## config.mk

```make
export PLATFORM = sky130hd
export DESIGN_NAME = mem_port_arbiter
export DESIGN_NICKNAME = d
export VERILOG_FILES = /design/src/rtl/mem_port_arbiter.sv
export SDC_FILE = /design/constraint.sdc
export NUM_CORES = 1
export LEC_CHECK = 0
export BUFFER_PORTS_ARGS = -buffer_cell sky130_fd_sc_hd__clkbuf_2
export CAP_MARGIN = 0
export CORE_UTILIZATION = 50
export DETAILED_ROUTE_END_ITERATION = 12
export PLACE_DENSITY = 0.86
export SETUP_SLACK_MARGIN = 0.1
export SYNTH_ARGS = -nofsm -noshare
export SYNTH_HDL_FRONTEND = slang
export SYNTH_SLANG_ARGS = --single-unit
```

## constraint.sdc

```tcl
create_clock -name clk -period 10.2 [get_ports clk]
set_input_delay 2.04 -clock clk [delete_from_list [all_inputs] [get_ports clk]]
set_output_delay 2.04 -clock clk [all_outputs]
set_load 0.03 [all_outputs]
```

## src/rtl/mem_port_arbiter.sv

```systemverilog
// Arbitrates one single-port memory between instruction fetch and load/store.
// Data wins by default; a starvation counter forces a fetch after STARVE_MAX data grants.
module mem_port_arbiter #(
  parameter int unsigned ADDR_W     = 32,
  parameter int unsigned DATA_W     = 32,
  parameter int unsigned STARVE_MAX = 4
) (
  input  logic                clk,
  input  logic                rst,
  input  logic                if_req,
  input  logic [ADDR_W-1:0]   if_addr,
  output logic [DATA_W-1:0]   if_rdata,
  output logic                if_ack,
  input  logic                d_req,
  input  logic                d_we,
  input  logic [DATA_W/8-1:0] d_be,
  input  logic [ADDR_W-1:0]   d_addr,
  input  logic [DATA_W-1:0]   d_wdata,
  output logic [DATA_W-1:0]   d_rdata,
  output logic                d_ack,
  output logic                mem_req,
  output logic                mem_we,
  output logic [DATA_W/8-1:0] mem_be,
  output logic [ADDR_W-1:0]   mem_addr,
  output logic [DATA_W-1:0]   mem_wdata,
  input  logic [DATA_W-1:0]   mem_rdata,
  input  logic                mem_ready,
  output logic                busy
);

  localparam int unsigned BeW  = DATA_W / 8;
  localparam int unsigned CntW = $clog2(STARVE_MAX + 1);
  localparam logic [CntW-1:0] CntMax = CntW'(STARVE_MAX);

  typedef enum logic [1:0] {StIdle, StFetch, StData} state_t;

  state_t            state_q, state_d;
  logic [CntW-1:0]   dcnt_q, dcnt_d;
  logic              mem_req_q, mem_req_d;
  logic              mem_we_q, mem_we_d;
  logic [BeW-1:0]    mem_be_q, mem_be_d;
  logic [ADDR_W-1:0] mem_addr_q, mem_addr_d;
  logic [DATA_W-1:0] mem_wdata_q, mem_wdata_d;
  logic [DATA_W-1:0] if_rdata_q, if_rdata_d;
  logic [DATA_W-1:0] d_rdata_q, d_rdata_d;
  logic              if_ack_q, if_ack_d;
  logic              d_ack_q, d_ack_d;

  logic if_vld, d_vld, grant_d, grant_if, done;

  // A request seen in its own ack cycle belongs to the finished transaction.
  assign if_vld   = if_req && !if_ack_q;
  assign d_vld    = d_req && !d_ack_q;
  assign grant_d  = d_vld && !(if_vld && (dcnt_q == CntMax));
  assign grant_if = !grant_d && if_vld;
  assign done     = mem_req_q && mem_ready;

  always_comb begin
    state_d     = state_q;
    dcnt_d      = dcnt_q;
    mem_req_d   = mem_req_q;
    mem_we_d    = mem_we_q;
    mem_be_d    = mem_be_q;
    mem_addr_d  = mem_addr_q;
    mem_wdata_d = mem_wdata_q;
    if_rdata_d  = if_rdata_q;
    d_rdata_d   = d_rdata_q;
    if_ack_d    = 1'b0;
    d_ack_d     = 1'b0;
    unique case (state_q)
      StIdle: begin
        if (grant_d) begin
          state_d     = StData;
          mem_req_d   = 1'b1;
          mem_we_d    = d_we;
          mem_be_d    = d_be;
          mem_addr_d  = d_addr;
          mem_wdata_d = d_wdata;
          if (!if_req) begin
            dcnt_d = '0;
          end else if (dcnt_q != CntMax) begin
            dcnt_d = dcnt_q + CntW'(1);
          end
        end else if (grant_if) begin
          state_d     = StFetch;
          mem_req_d   = 1'b1;
          mem_we_d    = 1'b0;
          mem_be_d    = '1;
          mem_addr_d  = if_addr;
          mem_wdata_d = '0;
          dcnt_d      = '0;
        end
      end
      StFetch: begin
        if (done) begin
          state_d    = StIdle;
          mem_req_d  = 1'b0;
          if_ack_d   = 1'b1;
          if_rdata_d = mem_rdata;
        end
      end
      StData: begin
        if (done) begin
          state_d   = StIdle;
          mem_req_d = 1'b0;
          d_ack_d   = 1'b1;
          if (!mem_we_q) begin
            d_rdata_d = mem_rdata;
          end
        end
      end
      default: begin
        state_d   = StIdle;
        mem_req_d = 1'b0;
      end
    endcase
  end

  always_ff @(posedge clk or posedge rst) begin
    if (rst) begin
      state_q     <= StIdle;
      dcnt_q      <= '0;
      mem_req_q   <= 1'b0;
      mem_we_q    <= 1'b0;
      mem_be_q    <= '0;
      mem_addr_q  <= '0;
      mem_wdata_q <= '0;
      if_rdata_q  <= '0;
      d_rdata_q   <= '0;
      if_ack_q    <= 1'b0;
      d_ack_q     <= 1'b0;
    end else begin
      state_q     <= state_d;
      dcnt_q      <= dcnt_d;
      mem_req_q   <= mem_req_d;
      mem_we_q    <= mem_we_d;
      mem_be_q    <= mem_be_d;
      mem_addr_q  <= mem_addr_d;
      mem_wdata_q <= mem_wdata_d;
      if_rdata_q  <= if_rdata_d;
      d_rdata_q   <= d_rdata_d;
      if_ack_q    <= if_ack_d;
      d_ack_q     <= d_ack_d;
    end
  end

  assign mem_req   = mem_req_q;
  assign mem_we    = mem_we_q;
  assign mem_be    = mem_be_q;
  assign mem_addr  = mem_addr_q;
  assign mem_wdata = mem_wdata_q;
  assign if_rdata  = if_rdata_q;
  assign d_rdata   = d_rdata_q;
  assign if_ack    = if_ack_q;
  assign d_ack     = d_ack_q;
  assign busy      = (state_q != StIdle);

endmodule

```

==> Yosys cells after proc, flatten, opt, wreduce, memory -nomap -nowiden <==
Cells that the tools add are included.
{ "word_totals": {"regBits": 141, "latch_bits": 0, "mem_bits_rw": 0, "romBits": 0, "input_bits": 138, "out_inout_bits": 137, "mem_count": 0} }
{ "classes": {"addsub": 1, "n_mul": 0, "n_div": 0, "n_lt_le_gt_ge": 0, "eq_ne": 7, "shifts": 0, "muxes": 23, "bitwise": 1, "reduce_logical": 19} }
{ "ops": {"columns": ["cell", "count"], "rows": [
  ["2-to-1 mux 32 bit", 4],
  ["2-to-1 mux 3 bit", 4],
  ["2-to-1 mux 1 bit", 8],
  ["2-to-1 mux 4 bit", 2],
  ["logical AND 1 bit", 6],
  ["2-to-1 mux 2 bit", 3],
  ["!= test 3 bit, second input constant", 2],
  ["AND reduction 2 bit", 3],
  ["AND reduction 3 bit", 2],
  ["zero test 1 bit", 4],
  ["one-hot mux 2 bit (2 select lines)", 1],
  ["nonzero test 2 bit", 2],
  ["adder 3 x 1 -> 3 bit, second input constant", 1],
  ["== test 3 bit, second input constant", 1],
  ["!= test 3 x 2 -> 1 bit, second input constant", 1],
  ["== test 2 x 1 -> 1 bit, second input constant", 1],
  ["== test 2 bit, second input constant", 1],
  ["zero test 2 bit", 1],
  ["!= test 2 x 1 -> 1 bit, second input constant", 1],
  ["one-hot mux 1 bit (2 select lines)", 1],
  ["OR reduction 2 bit", 1],
  ["NOT 1 bit", 1]
]} }

==> Logic depth before layout (Yosys ltp) <==
{ "logic_depth": {"depth_word": 10, "mapped_depth": 8, "ltp_nobuf": 6} }

==> Worst setup path before layout <==
OpenSTA, ideal clock, no wires.
{ "synth_timing": {"path_kind": "input-to-reg", "startpoint": "in mem_ready", "endpoint": "reg d_rdata_q[11] (netlist: d_rdata[11])", "setup_ns": 0.125, "arrival_ns": 2.853, "slack_ns": 7.223, "cell_stages": 5, "path_buffers": 2, "path_cell_list": "and3_1 > nand2b_1 > buf_2 > buf_6 > mux2_2"} }
{ "synth_via": {"elab_chain_cells": 2} }
{ "synth_rtl": {"columns": ["item", "line_no", "rtl"], "rows": [
  ["from (decl)", "27", "input logic mem_ready,"],
  ["logical AND 1 bit", "56", "assign done = mem_req_q && mem_ready;"],
  ["AND reduction 3 bit (no source line)", null, null],
  ["to (signal assigned)", "141", "d_rdata_q <= d_rdata_d;"],
  ["to (decl)", "45", "logic [DATA_W-1:0] d_rdata_q, d_rdata_d;"]
]} }
No other way between the ends.
A chain may end at the register's enable or synchronous reset.

==> Worst setup path in the final report <==
{ "layout_timing": {"startpoint": "in if_req", "endpoint": "reg mem_wdata_q[12] (netlist: mem_wdata[12])"} }
{ "layout_via": {"elab_chain_cells": 8, "word_cells_on_any_way": 9, "cone_classes": "mux (1); reduce/logical (8)"} }
{ "layout_rtl": {"columns": ["item", "line_no", "rtl"], "rows": [
  ["from (decl)", "10", "input logic if_req,"],
  ["logical AND 1 bit *", "52", "assign if_vld = if_req && !if_ack_q;"],
  ["logical AND 1 bit", "54", "assign grant_d = d_vld && !(if_vld && (dcnt_q == CntMax));"],
  ["zero test 1 bit", "54", null],
  ["logical AND 1 bit", "54", null],
  ["zero test 1 bit", "55", "assign grant_if = !grant_d && if_vld;"],
  ["logical AND 1 bit", "55", null],
  ["nonzero test 2 bit (no source line)", null, null],
  ["AND reduction 2 bit (no source line)", null, null],
  ["to (signal assigned)", "139", "mem_wdata_q <= mem_wdata_d;"],
  ["to (decl)", "43", "logic [DATA_W-1:0] mem_wdata_q, mem_wdata_d;"]
]} }
Every way passes the cells marked *; elsewhere a longest branch is shown, timed or not.

==> impl_metrics.env <==
export IMPL_status="finished, final reports clean"
export IMPL_coreArea_um2=10890
export IMPL_placed_area_um2=7028
export IMPL_synth_top_family_by_area="compound AO/OA/AOI/OAI gates"
export IMPL_max_stage_delay_ns=1.28
export IMPL_final_setup_tns_ns=0
export IMPL_cts_clk_slew_worst_paths_ns=0.06
export IMPL_row_count=38
export IMPL_layout_common_cells="274 x clkbuf_2, 141 x dfrtp_1, 67 x a21oi_1, 57 x mux2_2, 40 x nand2_1"
export IMPL_detail_route_wl_per_cell_um=16.53
export IMPL_crit_arrival_ns=4.55
export IMPL_post_cts_setup_buffer_count=0
export IMPL_hold_path_depth=1
export IMPL_vias=4563
export IMPL_dr_pass1_iters=4
export IMPL_ir_drop_v=0.0002688
export IMPL_cp_end_kind="register"
export IMPL_relSlewSlack_pct=13.03
export IMPL_cp_startpoint="if_req"
export IMPL_min_period_ns=4.103
export IMPL_postLayoutCellArea_um2=7569
export IMPL_io_buffers=274
export IMPL_start_util_pct=51.55
export IMPL_fmaxAchievable_mhz=243.7
export IMPL_nNetsFinal=857
export IMPL_synth_area_mux_share_pct=13.04
export IMPL_hold_viol=0
export IMPL_io_pins=275
export IMPL_drc_errors=0
export IMPL_vias_per_cell=5.269
export IMPL_worstPathRequired_ns=10.65
export IMPL_antenna_found_initial=0
export IMPL_drive_above_1_share_pct=50.41
export IMPL_r2r_end="mem_wdata[12]$_DFFE_PP0P_"
export IMPL_fill_cells=742
export IMPL_synth_cell_type_count=30
export IMPL_dp_hpwl_mm=9.969
export IMPL_die_y_um=108.0
export IMPL_reg2reg_slack_ns=7.07
export IMPL_drt_iter0_drc=297
export IMPL_synth_nets=588
export IMPL_hold_path_class="register to register"
export IMPL_tightest_slew_ns=1.305
export IMPL_slew_violations=0
export IMPL_min_delay_start="d_rdata[5]$_DFFE_PP0P_"
export IMPL_die_w_um=108.0
export IMPL_overflow=0
export IMPL_crit_chain="clkbuf_2, nand4b_1, nand2_1, nor2_2, a22o_1"
export IMPL_p_leak_nw=3.943
export IMPL_fp_dieArea_um2=11650
export IMPL_slowest_stage="nor2_2"
export IMPL_synth_xor_area_share_pct=0
export IMPL_clkLatencyLatePin_ns=0.52
export IMPL_setup_violations=0
export IMPL_clock_sinks=141
export IMPL_period_share_pct=40.23
export IMPL_regToRegStartpoint="dcnt_q[0]$_DFFE_PP0P_"
export IMPL_grt_pass1_wl_mm=22.06
export IMPL_first_global_vias=4586
export IMPL_synth_ff_latch_count=141
export IMPL_worstHoldEndpoint="d_rdata[5]$_DFFE_PP0P_"
export IMPL_grt_use_total_pct=24.85
export IMPL_rr_worst_depth=6
export IMPL_postRouteAntennaNets=0
export IMPL_routed_wl_mm=14.31
export IMPL_htree_levels=4
export IMPL_netlist_area_um2=5613
export IMPL_ctsResizeCount=0
export IMPL_cts_hold_buffers=0
export IMPL_ys_warn_count=0
export IMPL_synth_simple_area_share_pct=6.264
export IMPL_syn_to_final_growth_pct=34.84
export IMPL_cp_start_kind="input port"
export IMPL_crit_buf_inv=1
export IMPL_antenna_cells=0
export IMPL_maxCapViolCount=0
export IMPL_worstSetupPathType="input port to register"
export IMPL_gp_congestion=0.7898
export IMPL_cts_max_path_buffers=2
export IMPL_netlist_instances=445
export IMPL_cts_made_buffers=17
export IMPL_final_common_cell="clkbuf_2"
export IMPL_grt_setup_unrepaired="false"
export IMPL_skew_ns=0.009982
export IMPL_critPathMaxFanout=34
export IMPL_total_power_mw=2.924
export IMPL_power_density_nw_per_um2=386.4
export IMPL_critPathTopFamily="simple AND/OR/NAND/NOR gates"
export IMPL_grt_max_degree=74
export IMPL_ys_seq_area_share_pct=62.86
export IMPL_synth_compound_area_share_pct=13.13
export IMPL_cts_tree="done"
export IMPL_synthAdderAreaFrac_pct=1.115
export IMPL_cts_root_buffer="clkbuf_8"
export IMPL_syn_area_per_cell_um2=12.61
-- registers in the layout, indices dropped and copies added, names as in the netlist, 2 cells and up --
| register | count |
|---|---|
| d_rdata | 32 |
| mem_addr | 32 |
| state_q | 2 |
| mem_be | 4 |
| dcnt_q | 3 |
| if_rdata | 32 |
| mem_wdata | 32 |
-- area by class of cell --
type	instances	area, µm²	area share, %
Multi-Input combinational cell	269	1892	25.00
Clock inverter	7	90.09	1.190
Tap cell	140	175.2	2.314
Clock buffer	24	450.4	5.951
Timing Repair Buffer	278	1401	18.52
Inverter	7	31.28	0.4133
Sequential cell	141	3528	46.62
-- cells by family (layout without fill, tap and decap cells) --
logic type                 Yosys count  count (layout)
adders and majority gates            5               5
buffers and inverters               35             316
and+or+nand+nor                     84              84
muxes                               65              65
AOI/OAI and AO/OA                  115             115
DFF                                141             141
-- metal layers --
layer | vias to the layer above | routed length, µm | GRT usage (%)
met1 | 2214 | 5475 | 28.52
met5 | - | 0 | 0
li1 | 2107 | - | -
met4 | 0 | 287 | 11.06
met2 | 214 | 7344 | 41.72
met3 | 28 | 1205 | 8.921
-- worst reg2reg max path, cell delays in order (launching register included) --
cell and delay [ns]:
dfrtp_1 0.35, inv_1 0.07, ha_1 0.25, nand4b_1 0.13, nand2_1 0.69, nor2_2 1.28
a22o_1 0.29
-- metrics by stage --
| stage | cells | utilization (%) | hold WS (ns) | setup WS [ns] |
|---|---|---|---|---|
| 3_3_place_gp | 835 | 64.55 | 0.4731 | 5.747 |
| 6_report | 866 | 69.51 | 0.4916 | 6.097 |
| 3_5_place_dp | 835 | 64.55 | 0.4842 | 5.625 |
| 2_1_floorplan | 445 | - | 0.5000 | 4.379 |
| 5_1_grt | 866 | 69.51 | 0.5086 | 5.911 |
| 4_1_cts | 866 | 69.51 | 0.4990 | 6.168 |
-- cells in the mapped netlist, drive strengths merged --
cell type / number / area (µm²)
dfrtp: 141 / 3528
a21oi: 68 / 344.1
mux2: 65 / 732.0
nand2: 40 / 150.1
a22o: 34 / 297.8
nor2: 33 / 126.4
buf: 21 / 148.9
clkbuf: 7 / 26.28
inv: 7 / 26.28
ha: 5 / 62.56
o22a: 4 / 35.03
nand2b: 3 / 23.78
nand4: 3 / 18.77
o21ai: 3 / 15.01
o211ai: 2 / 15.01
a211oi: 1 / 7.510
a21o: 1 / 7.510
a2bb2oi: 1 / 8.760
and2: 1 / 6.260
and3: 1 / 6.260
nand3: 1 / 5.000
nand4b: 1 / 8.760
nor2b: 1 / 6.260
o22ai: 1 / 6.260
-- power breakdown --
group          internal, mW  switching, mW
clock                 0.352          0.216
combinational         0.431          0.930
sequential            0.834          0.162
-- worst max path at each step --
stage,cells past startpoint,slack [ns],to
2_1_floorplan,1,4.38,d_ack$_DFF_PP0_
3_3_place_gp,5,5.75,mem_wdata[18]$_DFFE_PP0P_
3_5_place_dp,5,5.63,mem_wdata[31]$_DFFE_PP0P_
4_1_cts,5,6.17,mem_wdata[23]$_DFFE_PP0P_
5_1_grt,5,5.91,mem_wdata[23]$_DFFE_PP0P_
6_report,5,6.10,mem_wdata[12]$_DFFE_PP0P_
No activity file was read; power rests on OpenSTA's default activity.
